==> config.mk <==
export PLATFORM = sky130hd
export DESIGN_NAME = wb_port_arbiter
export DESIGN_NICKNAME = d
export VERILOG_FILES = /design/src/rtl/wb_arb_pkg.sv /design/src/rtl/wb_ll_fifo.sv /design/src/rtl/wb_port_arbiter.sv
export SDC_FILE = /design/constraint.sdc
export NUM_CORES = 1
export LEC_CHECK = 0
export CAP_MARGIN = 40
export CORE_MARGIN = 2
export CORE_UTILIZATION = 45
export DETAILED_ROUTE_END_ITERATION = 12
export PLACE_DENSITY = 0.81
export SETUP_SLACK_MARGIN = 0.02
export SYNTH_ARGS = -nofsm -noshare
export SYNTH_HDL_FRONTEND = slang
export SYNTH_SLANG_ARGS = --single-unit
export TNS_END_PERCENT = 10
==> constraint.sdc <==
create_clock -name CLK -period 3.2 [get_ports CLK]
set_input_delay 0.32 -clock CLK [delete_from_list [all_inputs] [get_ports CLK]]
set_output_delay 0.32 -clock CLK [all_outputs]
set_load 0.005 [all_outputs]
==> src/rtl/wb_arb_pkg.sv <==
// Shared types for the register-file writeback arbiter: LL entry layout and
// starvation FSM states.
package wb_arb_pkg;

  localparam int XLEN       = 32;
  localparam int RF_ADDR_W  = 5;
  localparam int LL_ENTRY_W = 37;

  typedef struct packed {
    logic [RF_ADDR_W-1:0] rd;
    logic [XLEN-1:0]      data;
  } ll_entry_t;

  typedef enum logic {
    ST_RUN,
    ST_STALL
  } starve_state_t;

endpackage

==> src/rtl/wb_ll_fifo.sv <==
// Circular buffer for long-latency writeback results; can retire up to two
// entries per cycle so both idle RF ports can be filled at once.
module wb_ll_fifo
  import wb_arb_pkg::*;
#(
  parameter int DEPTH = 2
) (
  input  logic                   clk,
  input  logic                   rst,
  input  logic                   push,
  input  ll_entry_t              push_entry,
  input  logic [1:0]             pop_n,
  output ll_entry_t              head0,
  output ll_entry_t              head1,
  output logic [$clog2(DEPTH):0] count
);

  localparam int PTR_W = $clog2(DEPTH);
  localparam int CNT_W = PTR_W + 1;

  ll_entry_t        mem [DEPTH];
  logic [PTR_W-1:0] wr_ptr;
  logic [PTR_W-1:0] rd_ptr;

  assign head0 = mem[rd_ptr];
  assign head1 = mem[rd_ptr + PTR_W'(1)];

  always_ff @(posedge clk) begin
    if (push) mem[wr_ptr] <= push_entry;
  end

  // DEPTH is a power of two, so pointer wrap is plain modulo overflow.
  always_ff @(posedge clk or posedge rst) begin
    if (rst) begin
      wr_ptr <= '0;
      rd_ptr <= '0;
      count  <= '0;
    end else begin
      if (push) wr_ptr <= wr_ptr + PTR_W'(1);
      rd_ptr <= rd_ptr + PTR_W'(pop_n);
      count  <= count + CNT_W'(push) - CNT_W'(pop_n);
    end
  end

endmodule

==> src/rtl/wb_port_arbiter.sv <==
// Merges pipe slots A/B and the long-latency return path onto the two rf_xpr
// write ports, with a starvation stall request when LL results cannot drain.
module wb_port_arbiter
  import wb_arb_pkg::*;
#(
  parameter int LL_DEPTH     = 2,
  parameter int STARVE_LIMIT = 4
) (
  input  logic                 CLK,
  input  logic                 RST,
  input  logic                 wb1_wten,
  input  logic [RF_ADDR_W-1:0] wb1_rd,
  input  logic [XLEN-1:0]      wb1_result,
  input  logic                 wb2_wten,
  input  logic [RF_ADDR_W-1:0] wb2_rd,
  input  logic [XLEN-1:0]      wb2_result,
  input  logic                 wb1_older,
  input  logic                 ll_valid,
  input  logic [RF_ADDR_W-1:0] ll_rd,
  input  logic [XLEN-1:0]      ll_result,
  output logic                 ll_ready,
  output logic [XLEN-1:0]      rf_xpr_wrt0_D,
  output logic [RF_ADDR_W-1:0] rf_xpr_wrt0_WA,
  output logic                 rf_xpr_wrt0_WE,
  output logic [XLEN-1:0]      rf_xpr_wrt1_D,
  output logic [RF_ADDR_W-1:0] rf_xpr_wrt1_WA,
  output logic                 rf_xpr_wrt1_WE,
  output logic                 wb_stall_req,
  output logic                 ll_pending
);

  localparam int CNT_W = $clog2(LL_DEPTH) + 1;

  logic             a_eff, b_eff, waw, a_wr, b_wr;
  logic [1:0]       pop_n;
  logic             drained;
  logic             push;
  logic [CNT_W-1:0] count;
  ll_entry_t        head0, head1, push_entry;
  logic [3:0]       starve_cnt;
  starve_state_t    state;

  // On a same-rd collision only the younger slot keeps its write.
  always_comb begin
    a_eff = !RST && wb1_wten && (wb1_rd != '0);
    b_eff = !RST && wb2_wten && (wb2_rd != '0);
    waw   = a_eff && b_eff && (wb1_rd == wb2_rd);
    a_wr  = a_eff && !(waw && wb1_older);
    b_wr  = b_eff && !(waw && !wb1_older);
  end

  always_comb begin
    pop_n = 2'd0;
    if (count != '0) begin
      if (!a_wr && !b_wr && (count >= CNT_W'(2))) pop_n = 2'd2;
      else if (!a_wr || !b_wr)                    pop_n = 2'd1;
    end
  end

  assign drained    = (pop_n != 2'd0);
  assign ll_ready   = !RST && ((count < CNT_W'(LL_DEPTH)) || drained);
  assign push       = ll_valid && ll_ready && (ll_rd != '0);
  assign push_entry = '{rd: ll_rd, data: ll_result};
  assign ll_pending = (count != '0);

  wb_ll_fifo #(
    .DEPTH(LL_DEPTH)
  ) u_ll_fifo (
    .clk       (CLK),
    .rst       (RST),
    .push      (push),
    .push_entry(push_entry),
    .pop_n     (pop_n),
    .head0     (head0),
    .head1     (head1),
    .count     (count)
  );

  // LL head takes the lowest free port; a second entry only rides wrt1 when both are free.
  always_comb begin
    rf_xpr_wrt0_WE = 1'b0;
    rf_xpr_wrt0_WA = '0;
    rf_xpr_wrt0_D  = '0;
    rf_xpr_wrt1_WE = 1'b0;
    rf_xpr_wrt1_WA = '0;
    rf_xpr_wrt1_D  = '0;
    if (a_wr) begin
      rf_xpr_wrt0_WE = 1'b1;
      rf_xpr_wrt0_WA = wb1_rd;
      rf_xpr_wrt0_D  = wb1_result;
    end else if (drained) begin
      rf_xpr_wrt0_WE = 1'b1;
      rf_xpr_wrt0_WA = head0.rd;
      rf_xpr_wrt0_D  = head0.data;
    end
    if (b_wr) begin
      rf_xpr_wrt1_WE = 1'b1;
      rf_xpr_wrt1_WA = wb2_rd;
      rf_xpr_wrt1_D  = wb2_result;
    end else if (pop_n == 2'd2) begin
      rf_xpr_wrt1_WE = 1'b1;
      rf_xpr_wrt1_WA = head1.rd;
      rf_xpr_wrt1_D  = head1.data;
    end else if (drained && a_wr) begin
      rf_xpr_wrt1_WE = 1'b1;
      rf_xpr_wrt1_WA = head0.rd;
      rf_xpr_wrt1_D  = head0.data;
    end
  end

  // The set is gated on no drain so a request cannot latch after the FIFO empties.
  always_ff @(posedge CLK or posedge RST) begin
    if (RST) begin
      state        <= ST_RUN;
      starve_cnt   <= '0;
      wb_stall_req <= 1'b0;
    end else begin
      if ((count == '0) || drained)          starve_cnt <= '0;
      else if (starve_cnt != 4'(STARVE_LIMIT)) starve_cnt <= starve_cnt + 4'd1;
      case (state)
        ST_RUN: begin
          if ((starve_cnt == 4'(STARVE_LIMIT)) && !drained) begin
            state        <= ST_STALL;
            wb_stall_req <= 1'b1;
          end
        end
        ST_STALL: begin
          if (drained) begin
            state        <= ST_RUN;
            wb_stall_req <= 1'b0;
          end
        end
        default: begin
          state        <= ST_RUN;
          wb_stall_req <= 1'b0;
        end
      endcase
    end
  end

  wb_stall_protocol: assert property (@(posedge CLK) disable iff (RST)
    wb_stall_req |-> !(wb1_wten || wb2_wten));

endmodule

==> reports/metrics.yaml <==
synth_xor_area_frac: 0.01853
gp_congestion: 0.9210
clk_pin_slew_worst_paths_ps: 60
start_util: 0.4574
synth_seq_cells: 84
crit_required_ps: 2880
syn_inst: 481
crit_arrival_ps: 2860
final_cells: 832
mostFrequentLayoutCell: "clkdlybuf4s50_1"
dp.cells: 808
yosys-mux-area-fraction: 0.2452
status: "complete, no violations"
rows: 39
routed_wl_mm: 15.52
dr.pass1.iters: 5
ant_nets: 0
syn_avg_cell_area_um2: 10.81
cts_tree: "built"
grt_pass1_wl_mm: 23.18
synth_adder_area_share: 0.009625
total_leakage_power_uw: 0.003177
synth-async-reset-ratio: 0.1190
period_share: 0.9936
ys.flop_type: "edfxtp_1"
use_met1: 0.2756
synth_compound_area_frac: 0.07170
clock_latency_ps: 330
syn_to_final_growth_pct: 52.21
cap_violations: 0
syn_area_um2: 5200
die_y_um: 111.5
synth_top_family_by_area: "multiplexers"
finalNetCount: 806
pre_cts_ws_ps: -91.45
n_fill_cell: 827
rsz0062_at_grt: "true"
final_core_util: 0.6962
peakVddDrop_mv: 0.4131
synth_edf_count: 74
core_um2: 11370
htree_num_levels: 3
p_per_area_nw_per_um2: 655.9
vias_per_cell: 5.569
grt_max_degree: 49
grtUsageTotal: 0.2313
setup_slack_ps: 20.58
overflow: 0
use_met2: 0.4138
antenna_cells: 0
crit_fanout: 24
wl_per_cell_um: 18.65
drt_iter0_drc: 294
cp-start-kind: "primary input"
crit_path_end_kind: "output pin"
ys_seq_area_frac: 0.4755
cts_made_buffers: 9
vias: 4633
die-area_um2: 12430
clock_skew_ps: 8.550
portBuffers: 195
grt_use_met3: 0.04300
final_cell_mix: "180 x clkdlybuf4s50_1, 81 x nor2_1, 74 x edfxtp_1"
cts_root_buf: "clkbuf_16"
slew_headroom: 0.6499
hp-class: "reg -> reg"
setup_viol: 0
hpwl_mm: 10.83
cts.sinks: 84
cts_buffer_depth: 2
drc_errors: 0
first_global_vias: 4702
place_area_um2: 7458
yosys.area_share.simple: 0.1372
antenna_found_initial: 0
io_pins: 196
max_freq_mhz: 314.5
die_x_um: 111.5
hold_viol: 0
tightest_slew_ps: 525.1
yosys.cell_types.count: 35
criticalPathCategory: "in -> out"
fin_crit_ps: 3179
syn-num-nets: 602
grt.busiest_layer: "met2"
design_area_um2: 7915
drive_gt1_frac: 0.2032
drv_slew: 0
yosys_warnings: 0
[worst max-delay path, cell delays in order]
cell             delay [ps]
clkdlybuf4s50_1         480
or4_4                   600
o21ai_4                 200
o41ai_4                 100
buf_4                   160
buf_4                   130
buf_6                   170
a31oi_1                 160
clkdlybuf4s50_1         530
[where the power goes]
group,switching (uW),internal (uW)
Combinational,1140,1550
Sequential,155,1340
Clock,400,601
[flip-flops by register name, indices dropped and copies added (netlist names)]
register          cells
wb_stall_req          1
u_ll_fifo.rd_ptr      1
u_ll_fifo.wr_ptr      1
state                 1
u_ll_fifo.mem        74
u_ll_fifo.count       2
starve_cnt            4
[per-stage QoR]
stage          setup TNS [ps]  hold WS, ps  power (uW)
6_report                    0        509.5        5192
5_1_grt                -343.8        535.1        5463
4_1_cts                     0        507.1        5205
3_5_place_dp           -685.4        493.7        4190
3_3_place_gp                0        479.2        4122
2_1_floorplan               0        183.7        2938
[routing by layer]
layer / wire [um] / up-vias
li1: - / 2163
met1: 6079 / 2227
met2: 8064 / 215
met3: 1023 / 28
met4: 348 / 0
met5: 0 / -
[cells by family after synthesis]
logic type	count (synthesis)
buffers and inverters	45
DFF	84
and+or+nand+nor	171
AOI/OAI and AO/OA	55
adders and majority gates	4
xor gates and xnor gates	11
muxes	111
[cell type report]
type | count | area [um^2] | area share
Clock buffer | 11 | 232.7 | 0.02940
Clock inverter | 4 | 51.30 | 0.006481
Inverter | 8 | 30.03 | 0.003794
Multi-Input combinational cell | 352 | 2591 | 0.3274
Sequential cell | 84 | 2476 | 0.3128
Tap cell | 143 | 178.9 | 0.02261
Timing Repair Buffer | 230 | 2355 | 0.2975
[synth_stat cells (10+ instances only)]
master / instances / area share
a31oi_1: 37 / 0.045
buf_2: 11 / 0.011
clkbuf_1: 19 / 0.014
dfrtp_1: 10 / 0.048
edfxtp_1: 74 / 0.43
mux2_2: 55 / 0.12
mux2_4: 19 / 0.055
mux2i_1: 37 / 0.071
nand2_1: 42 / 0.030
nand3_1: 39 / 0.038
nor2_1: 82 / 0.059
[worst paths after layout]
kind | end | slack [ps] | start | depth (start not counted)
setup / recovery | rf_xpr_wrt1_D[9] | 20 | wb1_rd[3] | 9
max in group asynchronous | u_ll_fifo.rd_ptr$_DFF_PP0_ | 2440 | RST | 4
min in group asynchronous | starve_cnt[3]$_DFFE_PP0P_ | 580 | RST | 4
setup reg to reg | u_ll_fifo.count[1]$_DFF_PP0_ | 1230 | u_ll_fifo.count[1]$_DFF_PP0_ | 8
hold reg to reg | wb_stall_req$_DFFE_PP0P_ | 510 | state$_DFF_PP0_ | 1
hold / removal | wb_stall_req$_DFFE_PP0P_ | 510 | state$_DFF_PP0_ | 1
[what timing repair did]
| item | 4_1_cts | 5_1_grt |
|---|---|---|
| hold buffers | 0 | 0 |
| pin swaps | 0 | 2 |
| endpoints found under the setup margin | 29 | 56 |
| buffers inserted | 0 | 6 |
| resized for setup | 1 | 25 |
| cloned | 0 | 3 |
| hold endpoints to repair | 0 | 0 |
Note: power is estimated with default switching activity, not from simulation.
